### src/rtl/shift_sipo_rx.sv
// Serial-in/parallel-out receiver: reassembles WIDTH-bit words from an MSB- or LSB-first
// bit stream and presents them on a held valid/ready output with a sticky overrun flag.
module shift_sipo_rx #(
    parameter int WIDTH = 8,
    parameter int CW    = $clog2(WIDTH + 1)
) (
    input  logic             clk,
    input  logic             rst_n,
    input  logic             sin,
    input  logic             sin_valid,
    input  logic             start,
    input  logic             msb_first,
    output logic [WIDTH-1:0] dout,
    output logic             dout_valid,
    input  logic             dout_ready,
    output logic             busy,
    output logic [CW-1:0]    bit_cnt,
    output logic             overrun,
    input  logic             clr_ovr
);

    typedef enum logic {
        IDLE = 1'b0,
        RECV = 1'b1
    } state_t;

    localparam logic [CW-1:0] LAST_IDX = CW'(WIDTH - 1);

    state_t           state_q, state_d;
    logic [WIDTH-1:0] sreg_q, sreg_d;
    logic [CW-1:0]    cnt_q, cnt_d;
    logic             dir_q, dir_d;
    logic [WIDTH-1:0] dout_q, dout_d;
    logic             vld_q, vld_d;
    logic             ovr_q, ovr_d;
    logic [WIDTH-1:0] shifted;
    logic             complete;
    logic             accept;

    // Direction is the latched one: msb_first only matters on the start bit.
    always_comb begin
        shifted = dir_q ? {sreg_q[WIDTH-2:0], sin} : {sin, sreg_q[WIDTH-1:1]};
    end

    // NOTE: every signal driven here gets a default first, so no path leaves one unassigned and no latch is inferred.
    always_comb begin
        state_d  = state_q;
        sreg_d   = sreg_q;
        cnt_d    = cnt_q;
        dir_d    = dir_q;
        complete = 1'b0;

        if (sin_valid && start) begin
            // A start bit always opens a fresh frame, discarding any partial word.
            dir_d   = msb_first;
            sreg_d  = msb_first ? {{(WIDTH-1){1'b0}}, sin} : {sin, {(WIDTH-1){1'b0}}};
            cnt_d   = CW'(1);
            state_d = RECV;
        end else if (sin_valid && state_q == RECV) begin
            sreg_d = shifted;
            if (cnt_q == LAST_IDX) begin
                complete = 1'b1;
                cnt_d    = '0;
                state_d  = IDLE;
            end else begin
                cnt_d = cnt_q + 1'b1;
            end
        end
    end

    // Output register: a completing word loads unless the held word is still unaccepted.
    always_comb begin
        accept = vld_q && dout_ready;
        dout_d = dout_q;
        vld_d  = vld_q;
        ovr_d  = ovr_q;

        if (complete) begin
            if (!vld_q || dout_ready) begin
                dout_d = shifted;
                vld_d  = 1'b1;
            end
        end else if (accept) begin
            vld_d = 1'b0;
        end

        if (complete && vld_q && !dout_ready) begin
            ovr_d = 1'b1;
        end else if (clr_ovr) begin
            ovr_d = 1'b0;
        end
    end

    // NOTE: sequential state uses non-blocking assignments so every register samples pre-edge values.
    always_ff @(posedge clk) begin
        if (!rst_n) begin
            state_q <= IDLE;
            // NOTE: the shift register is reset too, so a reset mid-frame leaves no stale bits behind.
            sreg_q  <= '0;
            cnt_q   <= '0;
            dir_q   <= 1'b1;
            dout_q  <= '0;
            vld_q   <= 1'b0;
            ovr_q   <= 1'b0;
        end else begin
            state_q <= state_d;
            sreg_q  <= sreg_d;
            cnt_q   <= cnt_d;
            dir_q   <= dir_d;
            dout_q  <= dout_d;
            vld_q   <= vld_d;
            ovr_q   <= ovr_d;
        end
    end

    assign dout       = dout_q;
    assign dout_valid = vld_q;
    assign busy       = (state_q == RECV);
    assign bit_cnt    = cnt_q;
    assign overrun    = ovr_q;

endmodule

### config.mk
export PLATFORM = sky130hd
export DESIGN_NAME = shift_sipo_rx
export DESIGN_NICKNAME = d
export VERILOG_FILES = /design/src/rtl/shift_sipo_rx.sv
export SDC_FILE = /design/constraint.sdc
export NUM_CORES = 1
export LEC_CHECK = 0
export CORE_MARGIN = 1.5
export CORE_UTILIZATION = 46
export CTS_BUF_LIST = sky130_fd_sc_hd__clkbuf_4
export DETAILED_ROUTE_END_ITERATION = 10
export GPL_TIMING_DRIVEN = 0
export HOLD_SLACK_MARGIN = 0.03
export PLACE_DENSITY = 0.76
export SETUP_SLACK_MARGIN = 0.2
export SLEW_MARGIN = 5
export SYNTH_ARGS = -nofsm -noshare
export SYNTH_HDL_FRONTEND = slang
export SYNTH_SLANG_ARGS = --single-unit
### constraint.sdc
create_clock -name clk -period 2.55 [get_ports clk]
set_input_delay 0.255 -clock clk [delete_from_list [all_inputs] [get_ports clk]]
set_output_delay 0.255 -clock clk [all_outputs]
set_load 0.005 [all_outputs]
==> flow_summary_export.csv <==
group,metric,value,unit
clock_tree,postCtsSetupRepairBufs,0,
pwr,p_clk_share,26.4,%
setup_path,crit_end,"dout[7]",
pwr,irDropWorstVdd,0.311,mV
hold_path,hold_path.class,"input pin to flop",
placement,io_buffer_count,21,
placement,pre_cts_ws,0.586,ns
clock_tree,clockBufferDepth,2,
yosys,synth_cells,116,
timing,fin_ws,0.797,ns
routing,first_pass_iters,4,
pwr,netSwitchingFraction,23.3,%
yosys,synth-simple-area-share,21.2,%
pwr,power.density,454,nW/um2
cells_and_area,stdcell_area,1330,um2
yosys,synth_compound_area_share,11.2,%
flow_run,drv_cap,0,
timing,fin_tns_setup,0,ns
yosys,synth_area,1060,um2
timing,setup_violations,0,
placement,placed_area,1310,um2
cells_and_area,layout.nets,151,
routing,drtIter0Drc,14,
floorplan,fp-row-count,17,
setup_path,cp.required,2.76,ns
cells_and_area,syn2layout_area_growth,25.1,%
clock_tree,cts_inserted_buffers,3,
clock_tree,cts.clk_slew.worst_paths,0.12,ns
global_route,grt_pass1_wl,3.72,mm
yosys,synth_fa_ha_area_share,1.18,%
yosys,ys_ff_latch,24,
yosys,synth_top_family_by_area,"simple AND/OR/NAND/NOR gates",
floorplan,die_w,51.1,um
clock_tree,cts_tree,"built",
pwr,cell_internal_pwr,0.464,mW
timing,max_freq,0.571,GHz
floorplan,core_area,2190,um2
timing,slew_headroom,50.8,%
timing,fin_crit,1.75,ns
yosys,avgSynthCellArea,9.18,um2
cells_and_area,final_cells,168,
clock_tree,cts.htree.levels,1,
floorplan,initial_core_util,48.6,%
setup_path,regToRegEndpoint,"dout[7]",
yosys,synth_mux_area_share,17.4,%
timing,worstMarginPinSlew,0.733,ns
timing,period_share,68.7,%
setup_path,regToRegSetupSlack,0.80,ns
setup_path,ff2ff_path_depth,5,
yosys,yosysSeqAreaShare,45.1,%
pwr,p_seq_share,63.9,%
setup_path,crit_path_start_kind,"flop",
clock_tree,ctsHoldBuffers,0,
pwr,p_sw,0.141,mW
global_route,antenna_found_initial,0,
timing,slew_violations,0,
routing,wl_per_cell,12.5,um
cells_and_area,multi_input_area,551,um2
clock_tree,cts_resized,0,
clock_tree,clock_sinks,24,
setup_path,timing.rr.start,"bit_cnt[0]",
placement,dp_hpwl,1.62,mm
setup_path,slowest_stage,"dfxtp_1",
global_route,gr-total-overflow,0,
placement,place_congestion,0.778,
pwr,combPwrFrac,9.7,%
global_route,grt_max_degree,13,
setup_path,crit_type,"flop to flop",
cells_and_area,fillers,196,
status,status,"completed",
routing,wirelength,2.10,mm
timing,hold_viol_final,0,
setup_path,crit_start,"bit_cnt[0]",
yosys,yosys_warnings,0,
setup_path,endpoint_kind,"flop",
routing,drc,0,
setup_path,crit_fanout,8,
cells_and_area,regArea,480,um2
pwr,power,0.605,mW
routing,detail-route-antenna-nets,0,
routing,avgViaCountPerCell,5.34,
cells_and_area,antenna_cells,0,
floorplan,io_pins,23,
cells_and_area,drive_above_1_share,9.29,%
yosys,synth-xor-area-share,0.823,%
yosys,synth_cell_types,27,
routing,vias,897,
placement,dp_cells,165,
global_route,grt_pass1_vias,848,
timing,rsz0062_at_grt,"no",
clock_tree,clk_latency,0.31,ns
setup_path,crit_chain,"ha_1, nand3_1, or4_1, buf_4, mux2_4",
global_route,grt.total_usage,18.7,%
timing,clock_skew,0.00500,ns
floorplan,dieHeight,51.1,um
clock_tree,root_buffer,"clkbuf_4",
pwr,p_leak,0.530,nW
setup_path,slowest_delay,0.43,ns
setup_path,arrival,1.96,ns
yosys,synth_fp_nets,125,
floorplan,die_area,2610,um2
[cells in the mapped netlist (all sizes together)]
master / count / area share, %
a211oi: 2 / 1.4
a21oi: 2 / 0.94
a221oi: 1 / 0.82
a22oi: 7 / 4.9
a31oi: 2 / 1.2
and2: 2 / 1.2
and3b: 2 / 1.6
buf: 1 / 0.71
clkbuf: 5 / 1.8
dfxtp: 24 / 45
ha: 1 / 1.2
inv: 2 / 0.71
mux2: 9 / 9.9
mux2i: 8 / 7.5
nand2: 19 / 6.7
nand2b: 2 / 1.2
nand3: 4 / 1.9
nor2: 9 / 3.2
nor2b: 3 / 1.8
nor3: 2 / 0.94
nor3b: 1 / 0.71
o21ai: 4 / 1.9
or3: 1 / 0.59
or4: 2 / 1.4
xor2: 1 / 0.82
[worst max-delay path: cells and delay by family (launching register included)]
kind,cells,cell delay (ns)
adder cells (fa/ha/maj),1,0.22
buffers and inverters,1,0.19
flip-flops,1,0.43
multiplexers,1,0.30
AND/OR/NAND/NOR,2,0.52
[power by group through the flow]
stage | clock network (mW) | registers (mW) | logic, mW
after global placement | 0 | 0.394 | 0.0576
after CTS | 0.169 | 0.386 | 0.0587
final | 0.160 | 0.386 | 0.0587
after global routing | 0.181 | 0.388 | 0.0654
after floorplan | 0 | 0.394 | 0.0331
after detailed placement | 0 | 0.395 | 0.0586
[cell type report]
| class | count | area share, % |
|---|---|---|
| Sequential cell | 24 | 36.1 |
| Inverter | 2 | 0.563 |
| Tap cell | 28 | 2.63 |
| Timing Repair Buffer | 21 | 15.8 |
| Clock buffer | 3 | 1.69 |
| Buffer | 6 | 1.97 |
| Multi-Input combinational cell | 84 | 41.3 |
[how the worst min path moves through the flow]
stage,from,end,slack [ns],depth (start not counted)
final,rst_n,dout[1],0.35,3
after detailed placement,dout[0],dout[0],0.45,2
after global routing,rst_n,dout[1],0.39,3
after floorplan,sin_valid,busy,0.36,1
after global placement,dout[2],dout[2],0.45,2
after CTS,rst_n,dout[6],0.34,3
[registers in the layout, summed over array words and instances, names as in the netlist]
register	cells
bit_cnt	4
dout_valid	1
sreg_q	8
dout	8
dir_q	1
busy	1
overrun	1
[metal layers]
layer	up-vias	track usage, %	wire [um]
met1	407	25.2	1010
met2	29	29.7	958
met5	-	0	0
met4	0	8.56	30
li1	457	-	-
met3	4	2.63	93
[layout by cell type (no fill, tap or decap), types with 3 or more instances in the layout]
cell	count
nand3_1	4
nand2_1	19
clkdlybuf4s50_1	21
o21ai_0	3
nor2b_1	3
mux2i_1	8
dfxtp_1	24
a22oi_1	7
clkbuf_1	5
mux2_2	8
clkbuf_4	3
nor2_1	9
[metrics by stage]
stage	utilization (%)	hold slack, ns
finish	60.8	0.346
global route	60.8	0.385
CTS	60.8	0.344
detailed placement	59.8	0.451
global placement	59.8	0.446
floorplan	-	0.356
[kinds of logic (layout without fill, tap and decap cells)]
family                   Yosys count  after routing
AO/OA/AOI/OAI                     18             18
XOR/XNOR                           1              1
adder cells (fa/ha/maj)            1              1
buffers and inverters              8             32
flip-flops                        24             24
multiplexers                      17             17
AND/OR/NAND/NOR                   47             47
Note: power is estimated with default switching activity, not from simulation.
